[src/rtl/alu_cmd_issuer.sv]
// Command issuer for the ALU execution units: accepts one operation, pulses the units,
// collects the flagged result (or a watchdog error) and returns it on a response handshake.
module alu_cmd_issuer #(
  parameter int OPER_WIDTH  = 8,
  parameter int OUT_WIDTH   = 16,
  parameter int TIMEOUT     = 4,
  parameter int OPCNT_WIDTH = 8
) (
  input  logic                   clk_i,
  input  logic                   rst_i,
  input  logic                   req_valid_i,
  output logic                   req_ready_o,
  input  logic [OPER_WIDTH-1:0]  req_a_i,
  input  logic [OPER_WIDTH-1:0]  req_b_i,
  input  logic [3:0]             req_func_i,
  output logic [OPER_WIDTH-1:0]  alu_a_o,
  output logic [OPER_WIDTH-1:0]  alu_b_o,
  output logic [3:0]             alu_func_o,
  output logic                   alu_en_o,
  input  logic [OUT_WIDTH-1:0]   alu_out_i,
  input  logic                   alu_flag_i,
  output logic                   rsp_valid_o,
  input  logic                   rsp_ready_i,
  output logic [OUT_WIDTH-1:0]   rsp_data_o,
  output logic                   rsp_err_o,
  output logic [OPCNT_WIDTH-1:0] op_cnt_o
);

  localparam int WD_W = $clog2(TIMEOUT + 1);

  typedef enum logic [1:0] {
    S_IDLE,
    S_ISSUE,
    S_WAIT,
    S_RESP
  } state_e;

  state_e                 state_q;
  logic                   req_ready_q;
  logic [OPER_WIDTH-1:0]  alu_a_q;
  logic [OPER_WIDTH-1:0]  alu_b_q;
  logic [3:0]             alu_func_q;
  logic                   alu_en_q;
  logic                   rsp_valid_q;
  logic [OUT_WIDTH-1:0]   rsp_data_q;
  logic                   rsp_err_q;
  logic [OPCNT_WIDTH-1:0] op_cnt_q;
  logic [WD_W-1:0]        wd_q;

  // NOTE: every state register uses non-blocking assignment so all of them update
  // together at the edge; reset is tested first so it overrides any handshake.
  always_ff @(posedge clk_i) begin
    if (rst_i) begin
      state_q     <= S_IDLE;
      req_ready_q <= 1'b0;
      alu_a_q     <= '0;
      alu_b_q     <= '0;
      alu_func_q  <= '0;
      alu_en_q    <= 1'b0;
      rsp_valid_q <= 1'b0;
      rsp_data_q  <= '0;
      rsp_err_q   <= 1'b0;
      op_cnt_q    <= '0;
      wd_q        <= '0;
    end else begin
      alu_en_q <= 1'b0;
      unique case (state_q)
        S_IDLE: begin
          if (req_valid_i && req_ready_q) begin
            alu_a_q     <= req_a_i;
            alu_b_q     <= req_b_i;
            alu_func_q  <= req_func_i;
            alu_en_q    <= 1'b1;
            req_ready_q <= 1'b0;
            state_q     <= S_ISSUE;
          end else begin
            // Ready comes up one cycle after reset and stays up while idle.
            req_ready_q <= 1'b1;
          end
        end
        S_ISSUE: begin
          wd_q    <= '0;
          state_q <= S_WAIT;
        end
        S_WAIT: begin
          if (alu_flag_i) begin
            rsp_data_q  <= alu_out_i;
            rsp_err_q   <= 1'b0;
            rsp_valid_q <= 1'b1;
            state_q     <= S_RESP;
          end else if (wd_q == WD_W'(TIMEOUT - 1)) begin
            rsp_data_q  <= '0;
            rsp_err_q   <= 1'b1;
            rsp_valid_q <= 1'b1;
            state_q     <= S_RESP;
          end else begin
            wd_q <= wd_q + 1'b1;
          end
        end
        S_RESP: begin
          if (rsp_ready_i) begin
            rsp_valid_q <= 1'b0;
            op_cnt_q    <= op_cnt_q + 1'b1;
            req_ready_q <= 1'b1;
            state_q     <= S_IDLE;
          end
        end
        default: state_q <= S_IDLE;
      endcase
    end
  end

  assign req_ready_o = req_ready_q;
  assign alu_a_o     = alu_a_q;
  assign alu_b_o     = alu_b_q;
  assign alu_func_o  = alu_func_q;
  assign alu_en_o    = alu_en_q;
  assign rsp_valid_o = rsp_valid_q;
  assign rsp_data_o  = rsp_data_q;
  assign rsp_err_o   = rsp_err_q;
  assign op_cnt_o    = op_cnt_q;

endmodule

[config.mk]
export PLATFORM = sky130hd
export DESIGN_NAME = alu_cmd_issuer
export DESIGN_NICKNAME = d
export VERILOG_FILES = /design/src/rtl/alu_cmd_issuer.sv
export SDC_FILE = /design/constraint.sdc
export NUM_CORES = 1
export LEC_CHECK = 0
export ABC_AREA = 1
export CORE_MARGIN = 3
export CORE_UTILIZATION = 47
export DETAILED_ROUTE_END_ITERATION = 7
export GPL_ROUTABILITY_DRIVEN = 0
export PLACE_DENSITY = 0.95
export SETUP_SLACK_MARGIN = 0.1
export SLEW_MARGIN = 20
export SYNTH_ARGS = -nofsm -noshare
export SYNTH_HDL_FRONTEND = slang
export SYNTH_SLANG_ARGS = --single-unit
[constraint.sdc]
create_clock -name clk_i -period 3.1 [get_ports clk_i]
set_clock_uncertainty 0.2 [all_clocks]
set_input_delay 0.465 -clock clk_i [delete_from_list [all_inputs] [get_ports clk_i]]
set_output_delay 0.465 -clock clk_i [all_outputs]
set_load 0.05 [all_outputs]
# Word-level counts from Yosys, hierarchy flattened
# Cells that the tools add are included.
[word_totals]
elab_cells = 56
reg_bits = 53
output_inout_bits = 48
input_bits = 41
[classes]
n_eq_ne = 9
mux = 19
add_sub_neg = 2
n_bitwise = 1
n_reduce_logical = 14
[op_table]
columns = ["operator", "count"]
rows = [
  ["$mux W16", 2],
  ["$reduce_and A3 Y1", 3],
  ["$add A8 B1 Y8 const B", 1],
  ["$mux W2", 4],
  ["$ne A2 B2 Y1 const B", 4],
  ["$pmux W2 S4", 1],
  ["$reduce_and A2 Y1", 4],
  ["$reduce_bool A2 Y1", 4],
  ["$mux W1", 7],
  ["$mux W3", 2],
  ["$pmux W3 S2", 1],
  ["$eq A2 B2 Y1 const B", 2],
  ["$pmux W1 S2", 2],
  ["$add A3 B1 Y3 const B", 1],
  ["$eq A3 B2 Y1 const B", 1],
  ["$ne A3 B3 Y1 const B", 1],
  ["$eq A2 B1 Y1 const B", 1],
  ["$logic_not A2 Y1", 1],
  ["$reduce_or A2 Y1", 1],
  ["$logic_and A1 B1 Y1", 1],
  ["$not A1 Y1", 1],
]

# Depth between registers and ports, before layout
[logic_depth]
ltp_word = 4
depth_mapped = 8
mapped_depth_nobuf = 8

# Least setup slack after synthesis
# Ideal clock, no wire load.
[synth_path]
path_type = "register to register"
start = "register op_cnt_q[0], in the netlist op_cnt_o[0]"
end = "register op_cnt_q[6], in the netlist op_cnt_o[6]"
slack_ps = 1500
t_arrival_ps = 1286
synth_period_minus_slack_ps = 1600
required_ps = 2787
setup_time_ps = 113
stages_incl_launch_ff = 7
n_path_buf = 0
cell_sequence = "dfxtp_1 ha_1 nand2_1 nor2_1 nand2_1 nand2_1 nor2_1"
[synth_between]
elab_chain_len = 1
[synth_lines]
columns = ["item", "line", "source"]
rows = [
  ["start, declared", "47", "logic [OPCNT_WIDTH-1:0] op_cnt_q;"],
  ["start signal, assigned", "103", "op_cnt_q <= op_cnt_q + 1'b1;"],
  ["$add A8 B1 Y8", "103", ""],
]
# Every way passes these cells.
# A chain may end at the register's enable or synchronous reset.

# Final worst setup path
[layout_path]
start = "register op_cnt_q[4], in the netlist op_cnt_o[4]"
end = "output op_cnt_o[4]"
[layout_rtl]
columns = ["item", "line", "source"]
rows = [
  ["end, declared", "26", "output logic [OPCNT_WIDTH-1:0] op_cnt_o"],
]
# No word-level cell between the ends.

==> results summary <==
Measured along the y axis, the die boundary spans between 70 and 80 um. In this run the core area contains 24 standard-cell rows. For this run, the register share of the synthesized area comes to 0.469. The area fraction in and, or, nand and nor cells after synthesis is 0.296.

Traced cell by cell, the critical path runs through clkdlybuf4s50_1. STA puts the critical path data required time at between 2000 and 2500 ps. The number of buffers added by the clock tree synthesis step came out at 5.

Of the post-synthesis cell area, the dominant cell type holds 0.469. The number of detailed-routing iterations run before antenna repair is 4. The total overflow left after global routing is 0. The insertion delay to the later sink of the worst-skew pair came out at around 300 ps. The data arrival time of the worst path came out at 1600 ps.

The flow ran to the end, and the final reports show no timing, DRC or antenna violations. The met3 track demand over resource in global routing came out at 0.0303. The routed length per placed instance came out at 13.3 um. Across the run, the number of max-cap violations was 0.

Of the cells placed in the final design, the portion with a size suffix greater than 1 is 0.110. The wire length of the first global-routing pass came out at approximately 8.7 mm. The synthesized netlist cell count came out at 278. The Yosys step of the flow raised 0 warnings.

Along the worst path, the maximum fanout reaches 6. The number of sinks on the clock net came out at between 50 and 60. The normalized max-slew margin is 0.576. The multiplexer share of the synthesized area came out at 0. The synthesized design contains 53 register bits. The library cell used most frequently in the layout, excluding fill and tap cells, is clkdlybuf4s50_1. STA classifies the critical path startpoint as a register. The layout filler cell count came out at between 300 and 400.

The setup total negative slack is 0 ps. The power density normalized to cell area is between 600 and 700 nW/um^2. The setup violation total in the final timing report came out at 0.

The HPWL after detailed placement is 4.15 mm. The worst setup slack before clock tree synthesis came out at 781 ps. Together, buffers and inverters on the worst path number 1. The buffer count from post-CTS setup fixing came out at 0. The count of distinct cell types in the synthesized netlist came out at 24.

The die area came out at roughly 5700 um^2. Ranked by total cell area, the synthesized netlist is headed by dfxtp_1 (47%), nand2_1 (11%), a21oi_1 (7.3%). 89 I/O pins were placed. The analysis attributes to cell leakage a power of roughly 1.2 nW. The number of antenna violations at the first check in global routing came out at 0. Entering global routing, the biggest net connects 25 pins.

Setup repair after global routing left no endpoint under its margin. In the global route stage, overall resource usage came out at 0.196. For this run, global-route usage on met2 was measured as 0.370. The largest individual stage delay along the critical path comes from the cell clkdlybuf4s50_1. The number of hold buffers added after cts came out at 0. The slew at the pin closest to its max-slew limit came out at between 600 and 700 ps. The count of nets after finishing came out at slightly above 400. In this run the cell area of the synthesized design comes to about 2300 um^2. The shortest clock period the worst path allows after layout came out at roughly 2300 ps. Once routing completed, OpenROAD measured the worst setup slack at ~830 ps. The area share of fa/ha/maj cells after synthesis is 0.0442. The worst setup path is captured at an output pin. The CTS tree is yes. The xor and xnor area share after synthesis is 0.00387. The via count of the routed design is 2,089. The cell type with the highest aggregate area in the netlist is dfxtp_1. The die span in x is around 75 um. The clock tree synthesis step divided the H-tree into 2 levels. Clock-pin slew was measured on the worst setup and hold paths at 100 ps.

The compound-gate portion of the synthesized area came out at 0.120. By area, the combinational part of the netlist is dominated by simple AND/OR/NAND/NOR gates. The detailed router finished its first iteration with ~130 violations.

The tree is rooted in a clkbuf_8. The via count of the first global-routing pass came out at 1,975. After floorplanning, the core was sized to cover approximately 4500 um^2. The number of resized instances in the post-cts repair step came out at 0. The number of nets in the synthesized netlist came out at around 330.

The start-to-end type of the worst setup path is reg2out. Wires add up to about 5.5 mm. The number of hold violations in the final report came out at 0. The achievable clock frequency came out at 0.441 GHz. The share of the cycle needed by the critical path after routing is 0.732.

Relative to the synthesized area, the layout overhead comes to 43.0%. After detailed routing, the number of vias per cell comes to roughly 5.0. The max-slew violation count was 0. The met1 track utilization from global routing is 0.222. Buffers placed on the I/O ports in this run total 88. The maximum single-stage delay on the critical path is between 800 and 900 ps. 0 antenna diodes ended up in the layout. The top cell types in the final layout, fill and taps aside, are clkdlybuf4s50_1 (87), nand2_1 (67), dfxtp_1 (53). The maximum resistive drop on vdd is between 0.3 and 0.4 mV. In the routed design, unresolved DRC markers number 0. The maximum count of clock buffers along a single path is 2. The mean cell area of the mapped netlist came out at ~8 um^2. The class of the most critical hold timing path is reg2reg. The starting utilization of the core area is 0.503.

After global routing, the most crowded layer is met2. In this run the remaining antenna-violating nets after routing total 0. Grouping stages by cell kind, the critical path spends the most delay in buffers and inverters.
-- stage by stage --
step                      instances  total power [mW]  utilization  hold slack (ps)  instance area [um^2]
after floorplan                 278              1.51            -              229                  2260
after global placement          408              1.73        0.698              246                  3140
after detailed placement        408              1.77        0.698              251                  3140
after CTS                       416              2.16        0.719              266                  3240
after global routing            416              2.27        0.719              280                  3240
final                           416              2.14        0.719              265                  3240
-- sequential cells by signal, indices dropped and copies added, names as in the netlist --
register     cells
req_ready_o      1
state_q          2
wd_q             3
op_cnt_o         8
rsp_err_o        1
alu_func_o       4
alu_b_o          8
rsp_valid_o      1
alu_a_o          8
rsp_data_o      16
alu_en_o         1
-- power by group --
part / switching [mW] / internal, mW / total [mW]
registers: 0.0582 / 0.767 / 0.825
logic: 0.609 / 0.315 / 0.924
clock network: 0.229 / 0.165 / 0.393
-- final timing paths --
| path | startpoint | end | slack [ps] | cells past startpoint |
|---|---|---|---|---|
| setup / recovery | op_cnt_o[4] | op_cnt_o[4] | 830 | 1 |
| hold / removal | rsp_data_o[4] | rsp_data_o[4] | 270 | 2 |
| setup reg to reg | state_q[0] | alu_a_o[6] | 1220 | 5 |
| hold reg to reg | rsp_data_o[4] | rsp_data_o[4] | 270 | 2 |
-- synth_stat cells --
library cell / n
nand3_2: 1
inv_4: 1
a21oi_1: 33
nor2_2: 1
nand2_4: 10
inv_1: 14
dfxtp_1: 53
ha_1: 8
nand3_1: 28
o21ai_0: 4
nor2_4: 2
xor2_1: 1
nor2_1: 21
nand2_2: 1
nand4_1: 1
buf_12: 1
buf_2: 10
a21oi_2: 10
clkbuf_1: 1
or2_0: 1
nand2_1: 67
buf_6: 1
inv_2: 2
nor3_1: 6
-- final cells by class --
cell class / instances / area (um^2) / area share
repair buffers: 91 / 898 / 0.277
clock inverters: 3 / 26.3 / 0.00811
multi-input cells: 195 / 1050 / 0.325
flip-flops and latches: 53 / 1060 / 0.328
clock buffers: 5 / 68.8 / 0.0213
inverters: 17 / 66.3 / 0.0205
well taps: 52 / 65.1 / 0.0201
-- logic make-up (layout without fill, tap and decap cells) --
group / count (synthesis) / after routing
AO/OA/AOI/OAI: 47 / 47
XOR/XNOR: 1 / 1
adder cells (fa/ha/maj): 8 / 8
buffers and inverters: 30 / 116
flip-flops: 53 / 53
AND/OR/NAND/NOR: 139 / 139
-- routing by layer --
| layer | vias to the layer above | wire length [um] | share of wire |
|---|---|---|---|
| li1 | 1073 | - | - |
| met1 | 941 | 2270 | 0.41 |
| met2 | 70 | 2890 | 0.52 |
| met3 | 5 | 310 | 0.056 |
| met4 | 0 | 68 | 0.012 |
| met5 | - | 0 | 0 |
Power figures use the tool's default switching activity.
